===== config.mk =====
export PLATFORM = sky130hd
export DESIGN_NAME = spi_controller
export DESIGN_NICKNAME = d
export VERILOG_FILES = /design/src/rtl/spi_pkg.sv /design/src/rtl/spi_phase_timer.sv /design/src/rtl/spi_controller.sv
export SDC_FILE = /design/constraint.sdc
export NUM_CORES = 1
export LEC_CHECK = 0
export BUFFER_PORTS_ARGS = -buffer_cell sky130_fd_sc_hd__buf_2
export CORE_UTILIZATION = 50
export DETAILED_ROUTE_END_ITERATION = 7
export GPL_ROUTABILITY_DRIVEN = 0
export PLACE_DENSITY = 0.74
export SYNTH_ARGS = -nofsm -noshare
export SYNTH_HDL_FRONTEND = slang
export SYNTH_SLANG_ARGS = --single-unit

===== constraint.sdc =====
create_clock -name clk -period 1.75 [get_ports clk]
set_input_delay 0.2625 -clock clk [delete_from_list [all_inputs] [get_ports clk]]
set_output_delay 0.2625 -clock clk [all_outputs]
set_load 0.005 [all_outputs]

===== src/rtl/spi_pkg.sv =====
// Shared definitions for the configuration SPI link:
// frame layout, register addresses and controller states.
package spi_pkg;

  localparam int FRAME_W = 16;
  localparam int ADDR_W  = 7;

  localparam logic [ADDR_W-1:0] ADDR_EN_OUT_7_0  = 7'd1;
  localparam logic [ADDR_W-1:0] ADDR_EN_OUT_15_8 = 7'd2;
  localparam logic [ADDR_W-1:0] ADDR_EN_PWM_7_0  = 7'd3;
  localparam logic [ADDR_W-1:0] ADDR_EN_PWM_15_8 = 7'd4;
  localparam logic [ADDR_W-1:0] ADDR_PWM_DUTY    = 7'd5;

  typedef logic [2:0] spi_state_t;

  localparam spi_state_t ST_IDLE = 3'd0;
  localparam spi_state_t ST_LOW  = 3'd1;
  localparam spi_state_t ST_HIGH = 3'd2;
  localparam spi_state_t ST_HOLD = 3'd3;
  localparam spi_state_t ST_GAP  = 3'd4;

  typedef struct packed {
    logic              write;
    logic [ADDR_W-1:0] addr;
    logic [7:0]        data;
  } spi_frame_t;

endpackage


===== src/rtl/spi_phase_timer.sv =====
// Loadable down-counter that times each SPI phase;
// stops at zero and flags it.
module spi_phase_timer #(
  parameter int W = 3
) (
  input  logic         clk,
  input  logic         rst_n,
  input  logic         load,
  input  logic [W-1:0] load_val,
  output logic [W-1:0] cnt,
  output logic         zero
);

  always_ff @(posedge clk or negedge rst_n) begin
    if (!rst_n) begin
      cnt <= '0;
    end else if (load) begin
      cnt <= load_val;
    end else if (cnt != '0) begin
      cnt <= cnt - W'(1);
    end
  end

  assign zero = (cnt == '0);

endmodule


===== src/rtl/spi_controller.sv =====
// SPI mode-0 write-only controller: one 16-bit
// command frame per host request, MSB first.
module spi_controller #(
  parameter int CLK_DIV = 4,
  parameter int CS_GAP  = 4
) (
  input  logic       clk,
  input  logic       rst_n,
  input  logic       req_valid,
  output logic       req_ready,
  input  logic       req_write,
  input  logic [6:0] req_addr,
  input  logic [7:0] req_data,
  output logic       busy,
  output logic       done,
  output logic       nCS,
  output logic       SCLK,
  output logic       COPI
);
  import spi_pkg::*;

  localparam int PH_MAX = (CLK_DIV > CS_GAP) ? CLK_DIV : CS_GAP;
  localparam int PW     = $clog2(PH_MAX + 1);
  localparam logic [PW-1:0] DIV_M1 = PW'(CLK_DIV - 1);
  localparam logic [PW-1:0] GAP_M1 = PW'(CS_GAP - 1);

  if (CLK_DIV < 3) begin : g_bad_div
    $error("spi_controller: CLK_DIV must be >= 3");
  end
  if (CS_GAP < 3) begin : g_bad_gap
    $error("spi_controller: CS_GAP must be >= 3");
  end

  spi_state_t         state;
  logic [FRAME_W-1:0] sh;
  logic [4:0]         bit_cnt;
  logic [PW-1:0]      ph_cnt;
  logic               ph_zero;
  logic               ld;
  logic [PW-1:0]      ld_val;
  logic               accept;

  assign accept = (state == ST_IDLE) && req_valid;

  // Every timed phase except GAP chains into the next one.
  always_comb begin
    ld     = 1'b0;
    ld_val = DIV_M1;
    unique case (1'b1)
      accept: ld = 1'b1;
      (state == ST_LOW) && ph_zero:  ld = 1'b1;
      (state == ST_HIGH) && ph_zero: ld = 1'b1;
      (state == ST_HOLD) && ph_zero: begin
        ld     = 1'b1;
        ld_val = GAP_M1;
      end
      default: ;
    endcase
  end

  spi_phase_timer #(.W(PW)) u_timer (
    .clk      (clk),
    .rst_n    (rst_n),
    .load     (ld),
    .load_val (ld_val),
    .cnt      (ph_cnt),
    .zero     (ph_zero)
  );

  always_ff @(posedge clk or negedge rst_n) begin
    if (!rst_n) begin
      state     <= ST_IDLE;
      sh        <= '0;
      bit_cnt   <= '0;
      nCS       <= 1'b1;
      SCLK      <= 1'b0;
      COPI      <= 1'b0;
      busy      <= 1'b0;
      done      <= 1'b0;
      req_ready <= 1'b1;
    end else begin
      done <= 1'b0;
      unique case (1'b1)
        state == ST_IDLE: begin
          if (req_valid) begin
            sh        <= {req_write, req_addr, req_data};
            bit_cnt   <= '0;
            nCS       <= 1'b0;
            COPI      <= req_write;
            busy      <= 1'b1;
            req_ready <= 1'b0;
            state     <= ST_LOW;
          end
        end
        state == ST_LOW: begin
          COPI <= sh[FRAME_W-1];
          if (ph_zero) begin
            SCLK  <= 1'b1;
            state <= ST_HIGH;
          end
        end
        state == ST_HIGH: begin
          if (ph_zero) begin
            SCLK    <= 1'b0;
            bit_cnt <= bit_cnt + 5'd1;
            if (bit_cnt == 5'd15) begin
              state <= ST_HOLD;
            end else begin
              sh    <= {sh[FRAME_W-2:0], 1'b0};
              COPI  <= sh[FRAME_W-2];
              state <= ST_LOW;
            end
          end
        end
        state == ST_HOLD: begin
          if (ph_zero) begin
            nCS   <= 1'b1;
            COPI  <= 1'b0;
            state <= ST_GAP;
          end
        end
        state == ST_GAP: begin
          // done lands on the final GAP cycle
          if (ph_cnt == PW'(1)) done <= 1'b1;
          if (ph_zero) begin
            busy      <= 1'b0;
            req_ready <= 1'b1;
            state     <= ST_IDLE;
          end
        end
        default: state <= ST_IDLE;
      endcase
    end
  end

endmodule


# Word-level counts from Yosys, hierarchy flattened
# Cells that the tools add are included.
[classes] add_sub_neg=2 n_eq_ne=12 n_mux=31 reduce_logical=21
[ops] op="$mux 16" n=3
[ops] op="$pmux 16 s2" n=1
[ops] op="$mux 3" n=7
[ops] op="$pmux 3 s5" n=1
[ops] op="$ne 2x2->1 const B" n=6
[ops] op="$reduce_and 3->1" n=4
[ops] op="$mux 1" n=10
[ops] op="$mux 5" n=2
[ops] op="$pmux 5 s2" n=1
[ops] op="$reduce_and 5->1" n=2
[ops] op="$reduce_bool 2->1" n=5
[ops] op="$pmux 1 s2" n=4
[ops] op="$eq 3x1->1 const B" n=2
[ops] op="$eq 3x2->1 const B" n=2
[ops] op="$logic_not 3->1" n=2
[ops] op="$add 5x1->5 const B" n=1
[ops] op="$eq 5x4->1 const B" n=1
[ops] op="$logic_and 1x1->1" n=4
[ops] op="$pmux 1 s4" n=1
[ops] op="$reduce_and 4->1" n=1
[ops] op="$reduce_bool 4->1" n=1
[ops] op="$reduce_or 4->1" n=1
[ops] op="$eq 3x3->1 const B" n=1
[ops] op="$reduce_bool 3->1" n=1
[ops] op="other kinds (2)" n=2
[totals] register_bits=33 in_bits=19 output_inout_bits=6 elab_cells=76

# Longest topological paths before layout
# Gate-level depths: netlist of the first run.
[logic_depth] word_depth=5 depth_mapped=8 mapped_depth_nobuf=7

# By module
# A second synthesis of the first run with hierarchy kept.
[unflattened] cells_unflattened=175 area_unflattened_um2=1699.1
[by_module_without_submodules] module="spi_controller" instances=1 cells_per_inst=154 area_per_inst_um2=1497.7 seq_area_each_um2=753.2
[by_module_without_submodules] module="spi_phase_timer" instances=1 cells_per_inst=21 area_per_inst_um2=201.4 seq_area_each_um2=75.1

# Least setup slack after synthesis of the first run
# No wires, ideal clock.
[synth_path] path_kind="reg-to-reg" start="register bit_cnt[0]" end="register COPI" setup_ns=0.128 arrival_time_ns=1.482 required_ns=1.622 slack_ns=0.140 stages_incl_launch_ff=8 period_less_slack_ns=1.610 path_cell_list="dfrtp_1 > ha_1 > and3_1 > ha_1 > nor2b_1 > o21ai_0 > o211ai_1 > mux2i_1"
[synth_between] elab_chain_cells=3
[synth_rtl] element="start: declaration" line="spi_controller.sv:36" source="logic [4:0] bit_cnt;"
[synth_rtl] element="start signal: assignment" line="spi_controller.sv:105" source="bit_cnt <= bit_cnt + 5'd1;"
[synth_rtl] element="$eq 5x4->1" line="spi_controller.sv:106" source="if (bit_cnt == 5'd15) begin"
[synth_rtl] element="$ne 2x2->1 (no line)"
[synth_rtl] element="$reduce_and 5->1 (no line)"
[synth_rtl] element="end signal: assignment" line="spi_controller.sv:89" source="COPI <= req_write;"
[synth_rtl] element="end signal: assignment" line="spi_controller.sv:96" source="COPI <= sh[FRAME_W-1];"
[synth_rtl] element="end signal: assignment" line="spi_controller.sv:110" source="COPI <= sh[FRAME_W-2];"
[synth_rtl] element="end: declaration" line="spi_controller.sv:18" source="output logic COPI"
# Every way passes these cells.
# A chain may end at the register's enable or synchronous reset.

# Final worst setup path of the first run
[layout_path] start="register bit_cnt[1]" end="register sh[9]"
[layout_between] elab_chain_cells=3
[layout_rtl] element="$eq 5x4->1" line="spi_controller.sv:106"
[layout_rtl] element="$ne 2x2->1 (no line)"
[layout_rtl] element="$reduce_and 4->1 (no line)"
[layout_rtl] element="end signal: assignment" line="spi_controller.sv:86" source="sh <= {req_write, req_addr, req_data};"
[layout_rtl] element="end signal: assignment" line="spi_controller.sv:109" source="sh <= {sh[FRAME_W-2:0], 1'b0};"
[layout_rtl] element="end: declaration" line="spi_controller.sv:35" source="logic [FRAME_W-1:0] sh;"
# Every way passes these cells.

==> results of run 1 <==
## how the worst max path moves through the flow
| stage | startpoint | depth (start not counted) | endpoint |
|---|---|---|---|
| after floorplan | bit_cnt[0] | 7 | COPI |
| after global placement | bit_cnt[1] | 6 | sh[4] |
| after detailed placement | bit_cnt[1] | 6 | sh[4] |
| after CTS | bit_cnt[1] | 6 | sh[0] |
| after global routing | bit_cnt[1] | 7 | sh[4] |
| final | bit_cnt[1] | 6 | sh[9] |
## layer usage
metal  track usage [%]  up-vias  wire (um)
met3             7.359        8        142
met2             31.87       30       1477
met5                 0        -          0
met4             7.309        0         50
met1             24.20      613       1350
li1                  -      631          -
## power breakdown
| group | total [mW] | switching [mW] | internal [mW] |
|---|---|---|---|
| combinational | 1.07 | 0.554 | 0.519 |
| clock | 0.533 | 0.242 | 0.291 |
| sequential | 1.26 | 0.216 | 1.04 |
| total | 2.86 | 1.01 | 1.85 |
## cell usage after synthesis, drive strengths merged
| cell type | number | share of area [%] |
|---|---|---|
| a21oi | 6 | 1.8 |
| inv | 8 | 1.8 |
| xor2 | 1 | 0.52 |
| xnor2 | 1 | 0.52 |
| o21ai | 24 | 7.3 |
| nor4b | 2 | 1.9 |
| buf | 9 | 4.7 |
| nor3b | 1 | 0.74 |
| o211ai | 2 | 0.88 |
| dfrtp | 31 | 46 |
| nand3b | 1 | 0.44 |
| nand2 | 19 | 4.2 |
| or3 | 1 | 0.37 |
| o311a | 1 | 0.59 |
| o22ai | 2 | 0.74 |
| and3b | 1 | 0.59 |
| nand2b | 2 | 0.74 |
| a21boi | 1 | 0.44 |
| nand3 | 1 | 0.29 |
| nor2 | 12 | 2.8 |
| mux2i | 17 | 10 |
| a22o | 1 | 0.52 |
| a32o | 2 | 1.2 |
| a31oi | 1 | 1.3 |
| and3 | 1 | 0.37 |
| ha | 5 | 3.7 |
| dfstp | 2 | 3.1 |
| a221o | 1 | 0.59 |
| o21a | 1 | 0.44 |
| nor2b | 4 | 1.5 |
| o31ai | 1 | 0.44 |
## metrics by stage
step	worst slack [ns]	std cells	hold WS, ns	power (mW)	util (%)
floorplan	0.1402	162	-0.03309	2.045	-
global placement	0.01193	227	0.3532	2.238	59.40
detailed placement	-0.1141	227	0.3507	2.296	59.40
CTS	0.04412	236	0.1482	2.865	62.80
global route	-0.01535	239	0.1412	3.122	64.16
finish	0.07350	239	0.1522	2.863	64.16
## cell families (layout without fill, tap and decap cells)
family / after synthesis / count (layout) / synth area share, %
simple gates: 45 / 45 / 13.92
compound gates: 43 / 44 / 16.13
flops: 33 / 33 / 48.75
mux: 17 / 17 / 10.01
buf+inv: 17 / 49 / 6.480
fa+ha+maj: 5 / 5 / 3.682
xor+xnor: 2 / 2 / 1.031
## cell type report
class                      count  share of cell area [%]
sequential                    33                   41.27
multi-input combinational    113                   40.40
timing repair buffer          34                   10.47
tap                           44                   2.743
clock buffer                   5                   1.870
clock inverter                 2                   1.746
inverter                       8                   1.496
## timing repair
action	4_1_cts	5_1_grt
pin swaps	1	4
hold buffers	1	0
gates cloned	1	0
endpoints found under the setup margin	17	15
endpoints found under the hold margin	31	0
buffers inserted	0	3
gates resized for setup	3	6
## sequential cells by signal, indices dropped and copies added, names as in the netlist, 3 cells and up
signal / count
sh: 16
u_timer.cnt: 3
state: 3
bit_cnt: 5
==> run metrics, run 1 <==
first-pass GRT wire length 5257 um; Port Buffers 24; peak supply drop 620.9 uV; CTS max path bufs 2; final setup TNS 0 ns; register area 828.3 um2; latest clock arrival within the worst-skew pair 0.33 ns; crit path time final 1.677 ns; vias 1282; Syn Nets 186; crit path max fanout 16; max_cap viols 0; largest net degree at the start of global routing 34; cell count of the worst reg-to-reg path 6; synth warn 0; CP delay by family, top compound AO/OA/AOI/OAI gates; most frequent cells in the layout dfrtp_1 (31), buf_2 (24), nand2_1 (19); Routed Antenna Nets 0; hold depth 2; Post-Syn Instances 162; First-pass DRT Iterations 4; final slew viol count 0; flop-to-flop setup slack 0.07 ns; area of the core 0.003128 mm2; Ports 25; crit-path max cell delay 0.40 ns; nets@finish 219; Leak 0.8874 nW; commonest non-fill, non-tap cell in the layout dfrtp_1; Non-Filler Cell Area, Final 0.002007 mm2; drc violations 0; starting density of the core 54.32%; CTS H-tree depth 2; fmax 596.5 MHz; drt initial violations 42; Critical R2R Launch bit_cnt[1]; Clock Sinks 33; DIE AREA 0.003635 mm2; clock root buffer clkbuf_4; layout cells sized above 1 27.18%; Synth-to-Final Area Change 18.11%; GRT Total Usage 19.85%; count of cell types in the netlist 37; Clock Skew 0.01332 ns; status completed; WL/cell 12.63 um; DR vias/cell 5.364; syn avg cell area 10.49 um2; worst-margin pin slew 0.6903 ns; Seq/Total Area, Yosys 48.75%; Yosys reg bits 33; die height 60.30 um; Relative slew margins 53.98%; Data arrival, critical path 1.89 ns; Core Rows 20; Slowest cell on crit path dfrtp_1; Final setup viols 0; WS Path Type flop to flop; PD cells 1426 mW/mm2; Hold Crit Class primary input to flop; critical path launch point type flop; hpwl dp 2143 um; TritonCTS clock tree done; DP Area 0.001858 mm2; gr ovfl total 0; FILL cells 261; final period utilization 95.80%; CTS Buf Count 5; CTS clk-pin slew, worst paths 0.10 ns; # diodes 0; area of the multi-input gates 810.8 um2; mapped cell area 0.001699 mm2; HP Start req_data[0]; number of global-route vias before repair 1238; Chip Width 60.30 um; Routed WL 3019 um; Hold EP sh[0]; RSZ-0062 raised after global routing true; worst path required time 1.96 ns; crit-path cells ha_2 > and3_4 > ha_4 > inv_1 > a31oi_4 > o21ai_0; CP Capture Type flop; Final Hold Viols 0; Bufs and invs on worst path 1; RR Endpoint sh[9]; initial antenna violation count 0
Note: power is estimated with default switching activity, not from simulation.
==> run 2: changes to the inputs <==
--- a/config.mk
+++ b/config.mk
@@ -6,10 +6,13 @@
 export NUM_CORES = 1
 export LEC_CHECK = 0
 export BUFFER_PORTS_ARGS = -buffer_cell sky130_fd_sc_hd__buf_2
+export CAP_MARGIN = 5
 export CORE_UTILIZATION = 50
 export DETAILED_ROUTE_END_ITERATION = 7
 export GPL_ROUTABILITY_DRIVEN = 0
 export PLACE_DENSITY = 0.74
+export REMOVE_ABC_BUFFERS = 1
 export SYNTH_ARGS = -nofsm -noshare
 export SYNTH_HDL_FRONTEND = slang
+export SYNTH_HIERARCHICAL = 1
 export SYNTH_SLANG_ARGS = --single-unit
==> run metrics, run 2 <==
clock root buffer clkbuf_4; Clock Skew 0.008078 ns (-0.005245 ns); DR vias/cell 5.407 (+0.80%); most common cell in the netlist dfrtp_1; Synth-to-Final Area Change 34.61%; drt initial violations 59 (+40%); TritonCTS clock tree done; main flop type after synthesis dfrtp_1; synth warn 6 (+6); area of the core 0.003128 mm2 (unchanged); Final setup viols 17 (+17); final slew viol count 0 (unchanged); worst-margin pin slew 0.7007 ns (+0.01046 ns); max reg flops 16 (unchanged); fmax 544.3 MHz (-8.7%); internal power 2.104 mW (+14%); DIE AREA 0.003635 mm2 (unchanged); CTS max path bufs 2 (unchanged); Chip Width 60.30 um (unchanged); Clock Sinks 33 (unchanged); largest area contributor in the synthesized netlist dfrtp_1; Yosys top cell area share 45.66% (unchanged); flop-to-flop setup slack -0.09 ns (-0.16 ns); crit path time final 1.837 ns (+0.1607 ns); CTS clk-pin slew, worst paths 0.11 ns (about the same); most frequent cells in the layout dfrtp_1 (31), buf_2 (24), buf_4 (18); final period utilization 105.0% (+9.2 points); fin worst setup slack -0.08725 ns (-0.1607 ns); die height 60.30 um (unchanged); crit-path cells ha_2 > and3_4 > ha_4 > nand3b_1 > a21boi_2 > buf_6 > buf_16 > nor2_2 > a21oi_2; commonest non-fill, non-tap cell in the layout dfrtp_1; CP Capture Type flop; crit path max fanout 8 (-8); GRT Total Usage 23.95% (+4.1 points); fraction of registers with async set/reset 100.0% (unchanged); Slowest cell on crit path dfrtp_1; Core Rows 20 (unchanged); non-filler cells, final 268 (+12%); starting density of the core 54.32% (unchanged); layout cells sized above 1 43.30% (+16 points); Routed WL 3959 um (+31%); cell count of the worst reg-to-reg path 9 (+3); Top reg by flops sh; largest net degree at the start of global routing 34 (unchanged); Relative slew margins 53.29% (-0.70 points); CTS H-tree depth 2 (unchanged); max_cap viols 0 (unchanged); initial antenna violation count 0 (unchanged); crit path capture sh[15]; Ports 25 (unchanged); pre-CTS WS -0.09159 ns (+0.02249 ns); PD cells 1510 mW/mm2 (+5.8%); peak supply drop 812.9 uV (+31%); placed cells 252 (+11%); Leak 0.9768 nW (+10%); syn avg cell area 9.709 um2 (-7.4%); Switching Fraction 39.07% (+3.7 points); synth top area cells dfrtp_1 (46%), mux2i_1 (9.4%), a21oi_1 (6.2%); Comb power frac 47.6% (+10 points); # diodes 0 (unchanged); Clock Power Share 12.4% (-6.2 points); critical path launch point type flop; Routed Antenna Nets 0 (unchanged); Yosys reg bits 33 (unchanged); drc violations 0 (unchanged); WS Path Type flop to flop; Post-synth EDFFs 0 (unchanged); WL/cell 14.77 um (+17%); Data arrival, critical path 2.11 ns (+0.22 ns); crit-path max cell delay 0.40 ns (about the same); RR Endpoint sh[15]; Reg power frac 40.0% (-3.9 points); mapped cell area 0.001699 mm2 (unchanged); violated checks setup timing; Port Buffers 24 (unchanged); vias 1449 (+13%); worst path required time 2.03 ns (+0.07 ns); number of global-route vias before repair 1410 (+14%); count of cell types in the netlist 35 (-5.4%); First-pass DRT Iterations 4 (unchanged); first-pass GRT wire length 6203 um (+18%); Setup crit start bit_cnt[0]; Post-Syn Instances 175 (+8.0%); CTS Buf Count 5 (unchanged); Hold Crit Class primary input to flop; Critical R2R Launch bit_cnt[0]; Layout Utilization 73.12% (+9.0 points); latest clock arrival within the worst-skew pair 0.35 ns (+0.02 ns); gr ovfl total 0 (unchanged); biggest regs sh: 16 flops, bit_cnt: 5 flops; nets@finish 246 (+12%); status finished with violations; NetSw 1.349 mW (+33%); Final Hold Viols 0 (unchanged); RSZ-0062 raised after global routing true; commonest cells in the netlist dfrtp_1 (31), nor2_1 (26), a21oi_1 (21); hpwl dp 2268 um (+5.8%); Seq/Total Area, Yosys 48.75% (unchanged)
-- run 2: changes by cell type in the layout (fill, tap and decap cells not counted), sizes merged, moves of 2 or more --
cell	delta
a21oi	+17
a32o	-2
buf	+14
conb	+3
nand2	-6
nor2	+14
nor3	+2
o211ai	-2
o21ai	-14
-- run 2: layout make-up --
cell class,instances,area (um2)
clock buffers,5,37.54
well taps,44,55.05
repair buffers,49,396.6
clock inverters,3,17.52
fillers,230,840.8
multi-input cells,125,918.4
flip-flops and latches,33,828.3
inverters,9,33.78
-- run 2: how the worst min path moves through the flow --
stage / startpoint / to / slack, ns / cells past startpoint
3_5_place_dp: rst_n / state[0] / 0.36 / 1
2_1_floorplan: rst_n / COPI / -0.03 / 0
4_1_cts: req_data[0] / sh[0] / 0.11 / 3
6_report: req_data[0] / sh[0] / 0.12 / 3
3_3_place_gp: rst_n / SCLK / 0.35 / 1
5_1_grt: req_data[0] / sh[0] / 0.12 / 3
-- run 2: timing repair --
item | in CTS | in global routing
pin swaps | 4 | 6
gates cloned | 2 | 1
resized for setup | 20 | 26
setup endpoints to repair | 19 | 21
hold buffers | 1 | 0
hold endpoints to repair | 31 | 0
buffers inserted | 3 | 1
-- run 2: cells by family after synthesis --
family	count (synthesis)	share of synthesized area, %
and+or+nand+nor	59	16.94
AOI/OAI and AO/OA	41	13.77
DFF	33	48.75
buffers and inverters	18	6.553
muxes	17	10.09
adders and majority gates	4	2.946
other	2	0.4420
xor gates and xnor gates	1	0.5156
-- run 2: per-layer routing --
layer / vias to the layer above / wire, um / track usage (%)
li1: 689 / - / -
met5: - / 0 / 0
met3: 15 / 167 / 5.195
met4: 0 / 143 / 11.96
met1: 703 / 1594 / 26.89
met2: 42 / 2053 / 42.23
-- run 2: power groups by stage --
stage,combinational [mW],clock [mW],sequential [mW]
6_report,1.64,0.428,1.38
3_3_place_gp,1.12,0,1.30
4_1_cts,1.40,0.444,1.33
2_1_floorplan,0.744,0,1.27
5_1_grt,1.81,0.485,1.43
3_5_place_dp,1.19,0,1.32
-- run 2: critical path, delay by kind of cell (launching register included) --
kind | cells | cell delay [ns]
flops | 1 | 0.40
simple gates | 3 | 0.39
fa+ha+maj | 2 | 0.35
compound gates | 2 | 0.33
buf+inv | 2 | 0.29
-- run 2: per-stage QoR --
| stage | instance area [um2] | setup TNS, ns | power, mW | hold WS (ns) |
|---|---|---|---|---|
| 6_report | 2287 | -0.8612 | 3.453 | 0.1219 |
| 5_1_grt | 2287 | -2.794 | 3.717 | 0.1229 |
| 4_1_cts | 2160 | -0.1600 | 3.165 | 0.1113 |
| 3_5_place_dp | 1957 | -0.2941 | 2.514 | 0.3634 |
| 3_3_place_gp | 1957 | -0.03356 | 2.422 | 0.3547 |
| 2_1_floorplan | 1625 | -14.49 | 2.012 | -0.03309 |
==> run 3: changes to the inputs <==
--- a/config.mk
+++ b/config.mk
@@ -7,10 +7,10 @@
 export LEC_CHECK = 0
 export BUFFER_PORTS_ARGS = -buffer_cell sky130_fd_sc_hd__buf_2
 export CAP_MARGIN = 5
-export CORE_UTILIZATION = 50
+export CORE_UTILIZATION = 60
 export DETAILED_ROUTE_END_ITERATION = 7
 export GPL_ROUTABILITY_DRIVEN = 0
-export PLACE_DENSITY = 0.74
+export PLACE_DENSITY = 0.83
 export REMOVE_ABC_BUFFERS = 1
 export SYNTH_ARGS = -nofsm -noshare
 export SYNTH_HDL_FRONTEND = slang
==> constraint.sdc (replaced) <==
create_clock -name clk -period 2.25 [get_ports clk]
set_input_delay 0.5625 -clock clk [delete_from_list [all_inputs] [get_ports clk]]
set_output_delay 0.5625 -clock clk [all_outputs]
set_load 0.005 [all_outputs]
==> run metrics, run 3 (synthesis results as in run 2) <==
Synth-to-Final Area Change 11.27%; Relative slew margins 51.89% (-1.4 points); final slew viol count 0 (unchanged); biggest regs sh: 16 flops, bit_cnt: 5 flops; initial antenna violation count 0 (unchanged); pre-CTS WS 0.01586 ns (+0.1074 ns); largest net degree at the start of global routing 34 (unchanged); Clock Skew 0.01418 ns (+0.006098 ns); clock root buffer clkbuf_4; Clock Power Share 17.6% (+5.2 points); WS Path Type flop to flop; worst-margin pin slew 0.7217 ns (+0.02099 ns); Switching Fraction 38.01% (-1.1 points); Top Usage Layer GRT met2; Core Rows 18 (-10%); area of the multi-input gates 770.7 um2 (-16%); hpwl dp 2405 um (+6.0%); Leak 0.8468 nW (-13%); met1 Use GR 29.04% (+2.2 points); CP Capture Type flop; Chip Width 55.22 um (-8.4%); GRT Total Usage 23.98% (+0.027 points); First-pass DRT Iterations 4 (unchanged); number of global-route vias before repair 1321 (-6.3%); fmax 478.1 MHz (-12%); FILL cells 205 (-11%); first-pass GRT wire length 5699 um (-8.1%); status completed; Comb power frac 35.5% (-12 points); critical path launch point type flop; vias 1331 (-8.1%); latest clock arrival within the worst-skew pair 0.34 ns (about the same); CTS Buf Count 5 (unchanged); final period utilization 92.96% (-12 points); Data arrival, critical path 2.31 ns (+0.20 ns); fin worst setup slack 0.1585 ns (+0.2457 ns); routing usage on met3 5.386% (+0.19 points); internal power 1.371 mW (-35%); PD cells 1169 mW/mm2 (-23%); DIE AREA 0.003049 mm2 (-16%); flop-to-flop setup slack 0.16 ns (+0.25 ns); Final setup viols 0 (-17); most frequent cells in the layout dfrtp_1 (31), nor2_1 (26), buf_2 (24); Reg power frac 46.8% (+6.8 points); starting density of the core 66.18% (+12 points); Routed WL 3321 um (-16%); Final Hold Viols 0 (unchanged); worst path required time 2.47 ns (+0.44 ns); Post-CTS Setup Bufs 0 (-3); Port Buffers 24 (unchanged); NetSw 0.8402 mW (-38%); crit path time final 2.092 ns (+0.2543 ns); CTS clk-pin slew, worst paths 0.11 ns (about the same); register area 828.3 um2 (unchanged); TritonCTS clock tree done; area of the core 0.002567 mm2 (-18%); max reg flops 16 (unchanged); nets@finish 225 (-8.5%); commonest non-fill, non-tap cell in the layout dfrtp_1; CTS max path bufs 2 (unchanged); peak supply drop 817.4 uV (+0.54%); max_cap viols 0 (unchanged); DP Area 0.001817 mm2 (-7.2%); Critical R2R Launch u_timer/cnt[0]; # diodes 0 (unchanged); RSZ-0062 raised after global routing false; Hold Crit Class primary input to asynchronous set/reset pin; met2 Usage GRT 40.10% (-2.1 points); Clock Sinks 33 (unchanged); drt initial violations 33 (-44%); Ports 25 (unchanged); DR vias/cell 5.712 (+5.7%); die height 55.22 um (-8.4%); layout cells sized above 1 22.17% (-21 points); Non-Filler Cell Area, Final 0.001891 mm2 (-17%); crit path max fanout 13 (+5); drc violations 0 (unchanged); Routed Antenna Nets 0 (unchanged); WL/cell 14.25 um (-3.5%); CTS H-tree depth 2 (unchanged); Setup crit start u_timer/cnt[0]; Top reg by flops sh; gr ovfl total 0 (unchanged)
[run 3: cell types whose count changed in the layout (fill, tap and decap cells not counted), sizes merged]
cell	before	now
clkinvlp	1	0
clkbuf	6	7
buf	47	28
dlygate4sd3	1	0
clkinv	2	1
[run 3: worst max-delay path, stage by stage, from the launching register on]
cell	delay (ns)
dfrtp_1	0.43
inv_1	0.10
ha_1	0.21
nand2b_1	0.14
inv_2	0.19
o21ai_0	0.15
a21oi_2	0.30
nor2b_1	0.11
a221oi_1	0.36
[run 3: power by group through the flow]
stage | Combinational, mW | Clock, mW | Sequential, mW
finish | 0.786 | 0.390 | 1.04
global route | 0.869 | 0.405 | 1.06
CTS | 0.781 | 0.389 | 1.03
detailed placement | 0.774 | 0 | 1.04
global placement | 0.709 | 0 | 1.02
floorplan | 0.579 | 0 | 0.986
[run 3: layout make-up]
type	count	area share [%]
timing repair buffer	28	7.942
sequential	33	43.81
multi-input combinational	125	40.77
clock inverter	1	0.2647
tap	30	1.985
inverter	9	1.787
clock buffer	7	3.441
[run 3: routing by layer]
metal / wire [um] / share of wire (%) / vias up
li1: - / - / 647
met1: 1422 / 43 / 622
met2: 1641 / 49 / 47
met3: 134 / 4.0 / 15
met4: 122 / 3.7 / 0
met5: 0 / 0 / -
[run 3: repair_timing]
| action | in CTS | in global routing |
|---|---|---|
| setup endpoints to repair | 1 | 3 |
| hold buffers | 0 | 0 |
| resized for setup | 1 | 1 |
| hold endpoints to repair | 0 | 0 |
[run 3: final timing paths]
kind / endpoint / cells after the start
setup reg to reg: u_timer/cnt[0] / 8
hold reg to reg: done / 1
min in group clk: sh[0] / 3
hold / removal: bit_cnt[3] / 1
max in group asynchronous: sh[4] / 1
setup / recovery: u_timer/cnt[0] / 8
[run 3: stage by stage]
| stage | util [%] | hold slack (ns) | std cells | power, mW | TNS [ns] |
|---|---|---|---|---|---|
| 2_1_floorplan | - | 0.2669 | 167 | 1.565 | -5.501 |
| 3_3_place_gp | 70.76 | 0.4544 | 225 | 1.729 | 0 |
| 3_5_place_dp | 70.76 | 0.4748 | 225 | 1.818 | 0 |
| 4_1_cts | 73.64 | 0.2904 | 233 | 2.202 | 0 |
| 5_1_grt | 73.64 | 0.3414 | 233 | 2.336 | 0 |
| 6_report | 73.64 | 0.2578 | 233 | 2.211 | 0 |
